<file path="src/rtl/ball_collision.sv">
// Pong ball collision classifier: ball vs. ceiling, floor, back wall, paddle and net.
// Latency: one clock. Inputs are sampled on a rising Clk edge and all outputs are registered.
// Backpressure: none. A new classification is produced every cycle and nothing is stalled.
module ball_collision #(
  parameter logic [9:0] CEIL_Y  = 10'd60,
  parameter logic [9:0] FLOOR_Y = 10'd400,
  parameter logic [9:0] BACK_X  = 10'd20,
  parameter logic [9:0] PAD_X   = 10'd595,
  parameter logic [9:0] NET_X   = 10'd640,
  parameter logic [9:0] PAD_H   = 10'd100
) (
  input  logic       Clk,
  input  logic       Rst_n,
  input  logic [9:0] XCord,
  input  logic [9:0] YCord,
  input  logic [9:0] PadTY,
  output logic [5:0] ColSel,
  output logic [2:0] ColOut,
  output logic [9:0] PadBY
);

  localparam logic [2:0] CLS_NONE  = 3'd0;
  localparam logic [2:0] CLS_CEIL  = 3'd1;
  localparam logic [2:0] CLS_FLOOR = 3'd2;
  localparam logic [2:0] CLS_BACK  = 3'd3;
  localparam logic [2:0] CLS_PAD   = 3'd4;
  localparam logic [2:0] CLS_NET   = 3'd5;

  logic [10:0] pad_sum;
  logic [9:0]  pad_by_d, pad_by_q;
  logic [2:0]  col_out_d, col_out_q;
  logic [5:0]  col_sel_d, col_sel_q;
  logic        hit_net, hit_pad, hit_back, hit_floor, hit_ceil;

  // Paddle bottom edge, saturated so a paddle near the screen bottom never wraps to the top.
  always_comb begin
    pad_sum  = {1'b0, PadTY} + {1'b0, PAD_H};
    pad_by_d = pad_sum[10] ? 10'd1023 : pad_sum[9:0];
  end

  // Hit tests against the same-cycle paddle bottom edge, then resolve by fixed priority.
  always_comb begin
    hit_net   = (XCord >= NET_X);
    hit_pad   = (XCord >= PAD_X) && (XCord < NET_X) &&
                (YCord >= PadTY) && (YCord <= pad_by_d);
    hit_back  = (XCord <= BACK_X);
    hit_floor = (YCord >= FLOOR_Y);
    hit_ceil  = (YCord <= CEIL_Y);

    col_out_d = CLS_NONE;
    if (hit_net)        col_out_d = CLS_NET;
    else if (hit_pad)   col_out_d = CLS_PAD;
    else if (hit_back)  col_out_d = CLS_BACK;
    else if (hit_floor) col_out_d = CLS_FLOOR;
    else if (hit_ceil)  col_out_d = CLS_CEIL;

    col_sel_d = 6'd1 << col_out_d;
  end

  // Output registers; reset puts the classifier in the "none" class.
  always_ff @(posedge Clk or negedge Rst_n) begin
    if (!Rst_n) begin
      col_out_q <= CLS_NONE;
      col_sel_q <= 6'b000001;
      pad_by_q  <= 10'd0;
    end else begin
      col_out_q <= col_out_d;
      col_sel_q <= col_sel_d;
      pad_by_q  <= pad_by_d;
    end
  end

  assign ColOut = col_out_q;
  assign ColSel = col_sel_q;
  assign PadBY  = pad_by_q;

endmodule

</file>
<file path="config.mk">
export PLATFORM = sky130hd
export DESIGN_NAME = ball_collision
export DESIGN_NICKNAME = d
export VERILOG_FILES = /design/src/rtl/ball_collision.sv
export SDC_FILE = /design/constraint.sdc
export NUM_CORES = 1
export LEC_CHECK = 0
export ABC_AREA = 1
export BUFFER_PORTS_ARGS = -buffer_cell sky130_fd_sc_hd__buf_2
export CAP_MARGIN = 10
export CORE_UTILIZATION = 55
export CTS_BUF_LIST = sky130_fd_sc_hd__clkbuf_8
export DETAILED_ROUTE_END_ITERATION = 7
export PLACE_DENSITY = 0.94
export SYNTH_ARGS = -nofsm -noshare
export SYNTH_HDL_FRONTEND = slang
export SYNTH_SLANG_ARGS = --single-unit
</file>
<file path="constraint.sdc">
create_clock -name Clk -period 1.3 [get_ports Clk]
set_input_delay 0.13 -clock Clk [delete_from_list [all_inputs] [get_ports Clk]]
set_output_delay 0.13 -clock Clk [all_outputs]
set_load 0.05 [all_outputs]
</file>
=== Word-level counts from Yosys, hierarchy flattened ===
Cells that the tools add are included.

* Bits in registers: 19
* Bits in latches: 0
* RAM bits: 0
* Memory bits (read-only): 0
* Bits of input ports: 32
* Output and inout bits: 19
* Memories kept: 0

* $add $sub $neg: 1
* Multiply operators: 0
* Div/mod/pow operators: 0
* Magnitude comparators: 8
* Equal/unequal tests: 0
* Shifts and indexed selects: 1
* Muxes and demuxes: 6
* Bitwise gates (word level): 0
* Reductions and logical operators: 3

{| class="wikitable"
|+ Operators with widths
! cell !! number
|-
| $ge A10 B10 Y1 const B || 2
|-
| $add A10 B7 Y11 const B || 1
|-
| $ge A10 B10 Y1 || 1
|-
| $ge A10 B9 Y1 const B || 1
|-
| $le A10 B10 Y1 || 1
|-
| $le A10 B5 Y1 const B || 1
|-
| $le A10 B6 Y1 const B || 1
|-
| $lt A10 B10 Y1 const B || 1
|-
| $mux W10 || 1
|-
| $mux W3 || 2
|-
| $shl A1 B3 Y6 const A || 1
|-
| $mux W2 || 2
|-
| $logic_and A1 B1 Y1 || 3
|-
| $mux W1 || 1
|}

=== Depth between registers and ports, before layout ===
* Depth after elaboration: 7
* Mapped depth: 19
* Mapped depth without buffers: 19

=== Least setup slack after synthesis ===
No wires, ideal clock.

* Path kind: input to register
* From: input PadTY[2]
* To: register col_sel_q[0], in the netlist ColSel[0]
* Arrival: 1.909 ns
* Setup slack: -0.676 ns
* Cell stages on the path: 18
* Buffers on the path: 0
* Cells stage by stage: ha_1 -> nand2_1 -> inv_1 -> nor2_2 -> nand2_1 -> nand2_2 -> inv_2 -> nor3b_2 -> ha_1 -> nand2_1 -> nand2_1 -> a21oi_2 -> nand2_1 -> nor2_1 -> nor2_2 -> nor2_4 -> nor2_4 -> nor2_1

* Cells in the longest elaborated chain, start to end: 7
* Elaborated cells between the ends (all ways): 9
* Classes of those cells: 1 x add/sub; 2 x order compare; 1 x shift; 3 x mux; 2 x reduce/logical

{| class="wikitable"
|+ RTL lines
! element !! RTL line !! RTL
|-
| start: declaration || 16 || <nowiki>input logic [9:0] PadTY,</nowiki>
|-
| $add A10 B7 Y11 || 37 || <nowiki>pad_sum = {1'b0, PadTY} + {1'b0, PAD_H};</nowiki>
|-
| $mux W10 || 38 || <nowiki>pad_by_d = pad_sum[10] ? 10'd1023 : pad_sum[9:0];</nowiki>
|-
| $le A10 B10 Y1 || 45 || <nowiki>(YCord >= PadTY) && (YCord <= pad_by_d);</nowiki>
|-
| $logic_and A1 B1 Y1 * || 45 ||
|-
| $mux W3 * || 52 || <nowiki>else if (hit_pad) col_out_d = CLS_PAD;</nowiki>
|-
| $mux W3 * || 51 || <nowiki>if (hit_net) col_out_d = CLS_NET;</nowiki>
|-
| named net col_out_d[0] || 31 || <nowiki>logic [2:0] col_out_d, col_out_q;</nowiki>
|-
| $shl A1 B3 Y6 * || 57 || <nowiki>col_sel_d = 6'd1 << col_out_d;</nowiki>
|-
| named net col_sel_d[0] || 32 || <nowiki>logic [5:0] col_sel_d, col_sel_q;</nowiki>
|-
| end signal: assignment || 68 || <nowiki>col_sel_q <= col_sel_d;</nowiki>
|-
| end: declaration || 32 ||
|}

The timed path passes the listed nets; every way through them passes the cells marked *.

=== Worst setup path after layout ===
* From: input PadTY[3]
* To: register col_sel_q[2], in the netlist ColSel[2]

Same word-level chain as after synthesis.

==> results.yml <==
sta:
  timing.final.crit_share_pct: 161
  relSlewSlack_pct: 70.6
  setup_total_negative_slack_ns: -5.21
  timing.hold.ws_ns: 0.172
  timing_hold_violations_final: 0
  setup-violations-final: 7
  worst-slew-pin-transition_ns: 0.440
  final.setup.worst_slack_ns: -0.787
  fmax_mhz: 479
  shortest_period_the_worst_path_allows_ns: 2.09
  unrepaired_setup_endpoints_after_global_routing: "yes"
  slew_viol_final: 0
die:
  design.die.area_um2: 2960
  boundaryPins: 51
  initial_utilization_pct: 59.3
  placeableCoreArea_um2: 2540
  std_cell_rows: 18
  die_height_um: 54.4
  dieWidth_um: 54.4
global_routing:
  wire_length_of_the_first_global_routing_pass_um: 6990
  globalRouteOverflowTotal: 0
  grt_antenna_before_repair: 0
  largest_net_degree_at_the_start_of_global_routing: 20
  grt_pass1_vias: 1634
  grt_usage_pct: 33.7
yosys:
  mean_area_per_synthesized_cell_um2: 7.40
  synthMuxAreaShare_pct: 0
  synth_compound_gate_area_share_pct: 6.55
  synth_edf_count: 0
  yosysWarnings: 0
  seq_area_frac_synth_pct: 31.6
  post_synth_num_cell_types: 26
  synthArstFlopShare_pct: 100
  synth_top_flop_cell: "sky130_fd_sc_hd__dfrtp_1"
  synth_simple_gate_area_share_pct: 34.0
  main_combinational_cell_family_by_area_after_synthesis: "simple AND/OR/NAND/NOR gates"
  synthesis.nets: 257
  yosys.area_share.xor_xnor_pct: 0
  postSynthRegisterBits: 19
  synth_area_um2: 1510
  synth_adder_area_share_pct: 17.4
  syn-instance-count: 204
worst_hold_path:
  timing.hold.worst.class: "in -> reg"
  whs_path_depth: 3
  min-delay-start: "XCord[7]"
  whs_endpoint: "ColSel[5]"
power:
  intPower_uw: 1180
  power-per-cell-area_nw_per_um2: 862
  power.share.combinational_pct: 45.5
  worst_ir_drop_on_vdd_mv: 0.780
  p_clk_share_pct: 22.2
  power.static_leakage_uw: 0.00130
  power.sequential.fraction_pct: 32.4
  total_power_uw: 2000
  netSwitchingFraction_pct: 40.9
  switching_power_uw: 816
route:
  count_of_nets_left_with_antenna_violations_after_detail_routing: 0
  detail_route.iter0.violations: 116
  detail_route.vias_per_cell: 5.64
  length_of_the_first_detailed_routing_pass_in_iterations: 6
  drt_drc_violations_left: 0
  route.final.wire_length_um: 5530
  routed-via-count: 1806
  detailed_route_wire_length_per_cell_um: 17.3
placed_design:
  dpl-instance-area_um2: 2000
  place_hpwl_um: 2980
  numPortBuffers: 50
  placement.setup.worst_slack_ns: -1.05
  globalplace.congestion: 0.799
clock_tree:
  clock_sink_count: 19
  clk_pin_slew_ns: 0.08
  total_clock_buffers_created_by_cts: 3
  cts_tree: "built"
  root_buffer_master: "sky130_fd_sc_hd__clkbuf_8"
  clock_tree.htree_level_count: 1
  clockBufferDepth: 2
critical_path:
  timing.critical_path.from_type: "input port"
  cp-end-kind: "flip-flop"
  critPathArrivalTime_ns: 2.28
  cp_data_required_time_ns: 1.50
  worstPathMaxFanout: 4
  worstSetupPathType: "in -> reg"
run:
  max_cap_viol_count: 0
cells_and_area:
  n_antenna_cell: 0
  most-common-layout-cells: "48 x sky130_fd_sc_hd__buf_2, 40 x sky130_fd_sc_hd__nand2_1, 33 x sky130_fd_sc_hd__inv_1"
  synthToLayoutAreaGrowth_pct: 53.5
  finish.instance_area_um2: 2320
  final_common_cell: "sky130_fd_sc_hd__buf_2"
  design.final.nets: 344
  drive_gt1_share_pct: 50.0
  count_of_fill_cells_added_during_filler_insertion: 106
outcome:
  failing_checks: "negative setup slack"
  run_status: "complete, but fails checks"
## critical path, stage by stage
cell and delay, ns:
sky130_fd_sc_hd__buf_8 0.10, sky130_fd_sc_hd__ha_4 0.15, sky130_fd_sc_hd__nand2_2 0.06, sky130_fd_sc_hd__inv_2 0.06, sky130_fd_sc_hd__nor2_4 0.15, sky130_fd_sc_hd__nand2_4 0.09
sky130_fd_sc_hd__nand2_4 0.12, sky130_fd_sc_hd__inv_6 0.05, sky130_fd_sc_hd__nor3b_4 0.27, sky130_fd_sc_hd__ha_4 0.28, sky130_fd_sc_hd__nand2_4 0.07, sky130_fd_sc_hd__nand2_2 0.06
sky130_fd_sc_hd__a21oi_2 0.15, sky130_fd_sc_hd__nand2_1 0.08, sky130_fd_sc_hd__nor2_2 0.11, sky130_fd_sc_hd__nor2_2 0.06, sky130_fd_sc_hd__nor2_4 0.14, sky130_fd_sc_hd__nor2_4 0.06
sky130_fd_sc_hd__nor2_1 0.09
## area by class of cell
class                      count  area, µm²  share of cell area (%)
multi-input combinational    143       1080                    46.5
timing repair buffer          82        517                    22.3
sequential                    19        477                    20.6
inverter                      42        163                    7.02
clock buffer                   3       41.3                    1.78
tap                           30       37.5                    1.62
clock inverter                 1       5.00                   0.216
## worst max path at each step
stage	startpoint	to	slack, ns	cells past startpoint
after floorplan	PadTY[2]	ColSel[0]	-0.60	18
after global placement	PadTY[2]	ColSel[0]	-0.89	19
after detailed placement	PadTY[2]	ColSel[0]	-1.05	19
after CTS	PadTY[3]	ColSel[0]	-0.73	19
after global routing	PadTY[4]	ColSel[2]	-0.97	17
final	PadTY[3]	ColSel[2]	-0.79	19
## power by group through the flow
stage	Combinational, µW	Clock (µW)	Sequential [µW]
floorplan	281	0	814
global placement	673	0	654
detailed placement	700	0	655
CTS	777	418	644
global route	963	471	651
finish	907	443	646
## cells by family (layout without fill, tap and decap cells)
group	count (synthesis)	count (layout)
AND/OR/NAND/NOR	108	108
AO/OA/AOI/OAI	14	14
buffers and inverters	42	128
adder cells (fa/ha/maj)	21	21
flip-flops	19	19
## routing by layer
| metal | GRT usage [%] | part of all wire, % | vias to the layer above |
|---|---|---|---|
| met3 | 5.56 | 8.5 | 48 |
| li1 | - | - | 804 |
| met4 | 18.8 | 7.5 | 0 |
| met1 | 37.1 | 34 | 816 |
| met2 | 60.6 | 49 | 138 |
| met5 | 0 | 0 | - |
## cells in the mapped netlist, types with 2 or more instances
master / count / area (µm²)
sky130_fd_sc_hd__a21oi_1: 3 / 15.0
sky130_fd_sc_hd__a21oi_2: 3 / 26.3
sky130_fd_sc_hd__dfrtp_1: 18 / 450
sky130_fd_sc_hd__ha_1: 21 / 263
sky130_fd_sc_hd__inv_1: 37 / 139
sky130_fd_sc_hd__inv_2: 4 / 15.0
sky130_fd_sc_hd__nand2_1: 49 / 184
sky130_fd_sc_hd__nand2_2: 2 / 12.5
sky130_fd_sc_hd__nand3_1: 8 / 40.0
sky130_fd_sc_hd__nand3_2: 3 / 30.0
sky130_fd_sc_hd__nand3b_1: 2 / 15.0
sky130_fd_sc_hd__nand4_1: 3 / 18.8
sky130_fd_sc_hd__nor2_1: 27 / 101
sky130_fd_sc_hd__nor2_2: 7 / 43.8
sky130_fd_sc_hd__nor2_4: 3 / 33.8
sky130_fd_sc_hd__o21ai_0: 3 / 15.0
sky130_fd_sc_hd__o21ai_1: 2 / 10.0
## timing repair
action | 4_1_cts | 5_1_grt
hold buffers | 1 | 0
cloned | 0 | 0
pin swaps | 21 | 21
setup endpoints to repair | 7 | 7
buffers inserted | 5 | 1
resized for setup | 24 | 27
hold endpoints to repair | 18 | 0
## through the flow
step           util [%]  instances
2_1_floorplan         -        204
3_3_place_gp       78.7        309
3_5_place_dp       78.7        309
4_1_cts            86.1        319
5_1_grt            91.0        320
6_report           91.0        320
## flip-flops by register name, summed over array words and instances, names as in the netlist
| name | count |
|---|---|
| ColSel | 6 |
| PadBY | 10 |
| ColOut | 3 |
(Power assumes the default switching activity.)
